## src/rtl/safety_island_obi_sram_sbr.sv

```systemverilog
// OBI subordinate terminating a manager port onto a single-port SRAM with 1-cycle read latency.
// Responses flow through a fall-through FIFO; grant is throttled so no response is ever lost.
module safety_island_obi_sram_sbr #(
  parameter int unsigned AddrWidth = 32,
  parameter int unsigned DataWidth = 32,
  parameter int unsigned IdWidth   = 1,
  parameter int unsigned NumWords  = 1024,
  parameter int unsigned RspDepth  = 2
) (
  input  logic                        clk_i,
  input  logic                        rst_i,
  input  logic                        req_i,
  output logic                        gnt_o,
  input  logic [AddrWidth-1:0]        addr_i,
  input  logic                        we_i,
  input  logic [DataWidth/8-1:0]      be_i,
  input  logic [DataWidth-1:0]        wdata_i,
  input  logic [IdWidth-1:0]          aid_i,
  output logic                        rvalid_o,
  input  logic                        rready_i,
  output logic [DataWidth-1:0]        rdata_o,
  output logic [IdWidth-1:0]          rid_o,
  output logic                        err_o,
  output logic                        sram_req_o,
  output logic                        sram_we_o,
  output logic [$clog2(NumWords)-1:0] sram_addr_o,
  output logic [DataWidth-1:0]        sram_wdata_o,
  output logic [DataWidth/8-1:0]      sram_be_o,
  input  logic [DataWidth-1:0]        sram_rdata_i
);

  localparam int unsigned BeWidth  = DataWidth / 8;
  localparam int unsigned OffWidth = $clog2(BeWidth);
  localparam int unsigned SramAw   = $clog2(NumWords);
  localparam int unsigned CntWidth = $clog2(RspDepth + 1);
  localparam int unsigned PtrWidth = $clog2(RspDepth);
  localparam int unsigned EntWidth = IdWidth + 1 + DataWidth;

  logic [AddrWidth-1:0] w_index;
  logic                 w_inRange;
  logic                 w_accept;
  logic                 w_retire;
  logic                 w_push;
  logic                 w_pop;
  logic                 w_fifoEmpty;
  logic [DataWidth-1:0] w_stageRdata;
  logic [EntWidth-1:0]  w_stageRsp;
  logic [EntWidth-1:0]  w_headRsp;
  logic [EntWidth-1:0]  w_outRsp;

  logic                 r_stageValid;
  logic [IdWidth-1:0]   r_stageId;
  logic                 r_stageWe;
  logic                 r_stageErr;
  logic [CntWidth-1:0]  r_cnt;
  logic [CntWidth-1:0]  r_occ;
  logic [PtrWidth-1:0]  r_wrPtr;
  logic [PtrWidth-1:0]  r_rdPtr;
  logic [EntWidth-1:0]  r_fifoMem [RspDepth];

  function automatic logic [PtrWidth-1:0] ptrInc(input logic [PtrWidth-1:0] ptr);
    return (ptr == PtrWidth'(RspDepth - 1)) ? '0 : ptr + PtrWidth'(1);
  endfunction

  assign w_index   = addr_i >> OffWidth;
  assign w_inRange = ({1'b0, w_index} < (AddrWidth + 1)'(NumWords));

  // A retire in this cycle frees a slot, so grant may reopen in the same cycle.
  assign w_retire = rvalid_o & rready_i;
  assign gnt_o    = (r_cnt < CntWidth'(RspDepth)) | w_retire;
  assign w_accept = req_i & gnt_o;

  assign sram_req_o   = w_accept & w_inRange;
  assign sram_we_o    = we_i;
  assign sram_addr_o  = w_index[SramAw-1:0];
  assign sram_wdata_o = wdata_i;
  assign sram_be_o    = be_i;

  always_ff @(posedge clk_i or posedge rst_i) begin
    if (rst_i) begin
      r_stageValid <= 1'b0;
      r_stageId    <= '0;
      r_stageWe    <= 1'b0;
      r_stageErr   <= 1'b0;
    end else begin
      r_stageValid <= w_accept;
      if (w_accept) begin
        r_stageId  <= aid_i;
        r_stageWe  <= we_i;
        r_stageErr <= ~w_inRange;
      end
    end
  end

  assign w_stageRdata = (r_stageValid && !r_stageWe && !r_stageErr) ? sram_rdata_i : '0;
  assign w_stageRsp   = r_stageValid ? {r_stageId, r_stageErr, w_stageRdata} : '0;

  // Fall-through: an empty FIFO exposes the stage directly and is skipped if it retires at once.
  assign w_fifoEmpty = (r_occ == '0);
  assign w_headRsp   = r_fifoMem[r_rdPtr];
  assign w_outRsp    = w_fifoEmpty ? w_stageRsp : w_headRsp;
  assign rvalid_o    = w_fifoEmpty ? r_stageValid : 1'b1;
  assign w_push      = r_stageValid & ~(w_fifoEmpty & rready_i);
  assign w_pop       = ~w_fifoEmpty & rready_i;

  assign {rid_o, err_o, rdata_o} = w_outRsp;

  always_ff @(posedge clk_i) begin
    if (w_push) begin
      r_fifoMem[r_wrPtr] <= w_stageRsp;
    end
  end

  always_ff @(posedge clk_i or posedge rst_i) begin
    if (rst_i) begin
      r_wrPtr <= '0;
      r_rdPtr <= '0;
      r_occ   <= '0;
      r_cnt   <= '0;
    end else begin
      if (w_push) begin
        r_wrPtr <= ptrInc(r_wrPtr);
      end
      if (w_pop) begin
        r_rdPtr <= ptrInc(r_rdPtr);
      end
      r_occ <= r_occ + CntWidth'(w_push) - CntWidth'(w_pop);
      r_cnt <= r_cnt + CntWidth'(w_accept) - CntWidth'(w_retire);
    end
  end

endmodule
```

## config.mk

```make
export PLATFORM = sky130hd
export DESIGN_NAME = safety_island_obi_sram_sbr
export DESIGN_NICKNAME = d
export VERILOG_FILES = /design/src/rtl/safety_island_obi_sram_sbr.sv
export SDC_FILE = /design/constraint.sdc
export NUM_CORES = 1
export LEC_CHECK = 0
export ABC_AREA = 1
export CAP_MARGIN = 20
export CORE_ASPECT_RATIO = 1.75
export CORE_MARGIN = 5
export CORE_UTILIZATION = 25
export DETAILED_ROUTE_END_ITERATION = 7
export SETUP_SLACK_MARGIN = 0.02
export SLEW_MARGIN = 20
export SYNTH_ARGS = -nofsm -noshare
export SYNTH_HDL_FRONTEND = slang
export SYNTH_SLANG_ARGS = --single-unit
```

## constraint.sdc

```tcl
create_clock -name clk_i -period 4.1 [get_ports clk_i]
set_input_delay 1.025 -clock clk_i [delete_from_list [all_inputs] [get_ports clk_i]]
set_output_delay 1.025 -clock clk_i [all_outputs]
set_load 0.02 [all_outputs]
```

==> out/summary.txt, run 1 <==
Req. time, crit path -> 3.07 ns
final-report hold violation count -> 0
NumNets Final -> 535
register area share after synthesis -> 54.9%
share of layout cells above drive strength 1 -> 13.3%
final worst path period share -> 89.4%
setup repair after global routing missed its margin -> no
Cells after Synth -> 375
Site Rows -> 62
hold buffer count at CTS -> 0
ys flop type -> edfxtp_1
mapped cell area -> 4180 sq um
final setup vio count -> 0
FILL cells -> 1703
Remaining DRCs -> 0
Worst Max-Slew Pin Slew -> 0.920 ns
Leak -> 2.01 nW
Inst Count DP -> 638
CTS resizes -> 0
P_int -> 2.24 mW
postcts setup bufs -> 0
Core Footprint -> 16400 sq um
Setup CP Type -> reg -> out
All-Layer GR Usage -> 9.20%
clk root buf -> clkbuf_16
Die W -> 108 um
net switching power -> 1.29 mW
GPL Wtd Cong -> 0.720
Die ar. -> 19500 sq um
first-pass GRT wire length -> 13900 um
via count -> 2566
Post-synth EDFFs -> 68
most common cell after layout, fill and taps aside -> clkdlybuf4s50_1
CTS tree -> done
Synth top area share -> 48.9%
final instance area -> 5310 sq um
skew final -> 0.00736 ns
largest net degree at the start of global routing -> 63
total wire length -> 8570 um
Layout Area Growth over Synthesis -> 27.1%
Synth cell types -> 24
max_slew headroom -> 38.6%
n_diodes -> 0
Clk pwr share -> 21.8%
DRT antenna net count -> 0
Sink Count -> 78
Yosys top cell by area -> edfxtp_1
synthesized area per cell -> 11.1 sq um
post-DP HPWL -> 6150 um
Synth area leaders -> edfxtp_1, buf_4, nor2_4
status -> finished clean
Buffers on Ports -> 95
Pwr Density -> 666 nW/um^2
Die Ht -> 181 um
Via density -> 3.93
Comb power frac -> 42.9%
max_cap viols -> 0
ys async rst share -> 12.8%
clock latency on the worst-skew pair -> 0.33 ns
Clock transition at path regs -> 0.06 ns
Worst setup SP type -> flip-flop
Worst Setup End Kind -> output pin
crit path max fanout -> 31
#FFs+latches synth -> 78
Worst VDD drop -> 0.000324 V
net count after synthesis -> 485
DR WL/cell -> 13.1 um
H-tree depth -> 3
Fmax -> 273 MHz
most frequent cells in the layout -> clkdlybuf4s50_1, edfxtp_1, nand2_1, inv_1, nor2_4
drt first pass iters -> 4
starting density of the core -> 25.4%
fin cells -> 653
worst hold path class -> reg -> reg
clock buffer depth -> 2
First DRT Iteration DRCs -> 90
TNS Setup -> 0 ns
antenna violations before repair -> 1
Post-DP Area -> 5020 sq um
total power -> 3.53 mW
Yosys Warn Count -> 0
fin crit period -> 3.66 ns
CTS buffer count -> 9
Flop pwr share -> 35.2%
WP data arrival -> 2.64 ns
Max Slew Vio Count -> 0
Boundary Pins -> 190
vias in the first global route -> 2850
switching fraction of total power -> 36.6%
GRT overflow -> 0
through the flow:
step / hold slack [ns] / worst slack (ns) / util [%]
3_3_place_gp: 0.469 / 0.453 / 30.5
6_report: 0.501 / 0.436 / 32.3
4_1_cts: 0.504 / 0.390 / 32.3
2_1_floorplan: 0.449 / 1.02 / -
3_5_place_dp: 0.486 / 0.471 / 30.5
5_1_grt: 0.529 / 0.223 / 32.3
cell usage after synthesis, types with 2 or more instances:
| cell | n |
|---|---|
| edfxtp_1 | 68 |
| nand2_1 | 53 |
| buf_4 | 49 |
| inv_1 | 46 |
| mux2i_1 | 32 |
| nor2_4 | 31 |
| o21ai_0 | 31 |
| nor2_1 | 24 |
| dfrtp_1 | 10 |
| ha_1 | 4 |
| xnor2_1 | 4 |
| buf_6 | 3 |
| clkbuf_1 | 3 |
| buf_1 | 2 |
| buf_2 | 2 |
| clkbuf_4 | 2 |
| inv_2 | 2 |
| o21ai_1 | 2 |
| o31ai_1 | 2 |
final cells by class:
class                      count  area, sq um  area share (%)
tap                          224          280            5.28
multi-input combinational    188         1270            24.0
sequential                    78         2290            43.2
timing repair buffer         100          988            18.6
inverter                      48          181            3.42
clock inverter                 6         63.8            1.20
clock buffer                   9          225            4.24
kinds of logic (layout without fill, tap and decap cells):
logic type,Yosys count,in the layout,synth area share [%]
adder cells (fa/ha/maj),4,4,1.20
flip-flops,78,78,54.9
AND/OR/NAND/NOR,111,111,15.8
multiplexers,32,32,7.67
buffers and inverters,109,163,15.0
AO/OA/AOI/OAI,36,36,4.43
XOR/XNOR,5,5,1.05
path summary, 6_finish.rpt:
path,start,to,slack (ns),cells past startpoint
max reg2reg,r_occ[1],r_fifoMem[1][13],2.27,5
min,r_stageId,r_stageId,0.50,2
max,r_stageWe,rdata_o[1],0.44,7
min reg2reg,r_stageId,r_stageId,0.50,2
max in group asynchronous,rst_i,r_rdPtr,2.82,2
min in group asynchronous,rst_i,r_occ[1],0.97,2
power by group through the flow:
stage / Sequential (mW) / Combinational (mW) / Clock (mW)
finish: 1.24 / 1.52 / 0.771
global route: 1.27 / 1.65 / 0.836
CTS: 1.25 / 1.56 / 0.799
detailed placement: 1.27 / 1.56 / 0
global placement: 1.26 / 1.53 / 0
floorplan: 1.18 / 1.04 / 0
worst max-delay path, cell delays in order (launching register included):
cell	delay, ns
dfrtp_1	0.39
nor3_2	0.25
clkinv_2	0.11
buf_4	0.38
nor2_1	0.30
nand2_1	0.08
o21ai_0	0.13
clkdlybuf4s50_1	0.65
state kept, by name, indices dropped and copies added, names as in the netlist:
name	flops
r_stageValid	1
r_wrPtr	1
r_occ	2
r_stageErr	1
r_cnt	2
r_stageWe	1
r_rdPtr	1
r_stageId	1
r_fifoMem	68
routing by layer:
metal	share of wire [%]	up-vias	global-route usage [%]
met5	0.093	-	0
met1	38	1189	9.21
li1	-	1274	-
met2	52	80	16.4
met3	7.4	21	3.50
met4	2.3	2	4.35
(Power assumes the default switching activity.)
==> inputs of run 2 (changes only) <==
Settings changed: ABC_CLOCK_PERIOD_IN_PS set to 4100.
==> results of run 2 <==
Same layout as run 1: the final DEF is identical, and so are final timing and power.
==> inputs of run 3 (changes only) <==
Settings changed: CTS_CLUSTER_DIAMETER set to 120.
==> results of run 3 <==
Same layout as run 1: the final DEF is identical, and so are final timing and power.
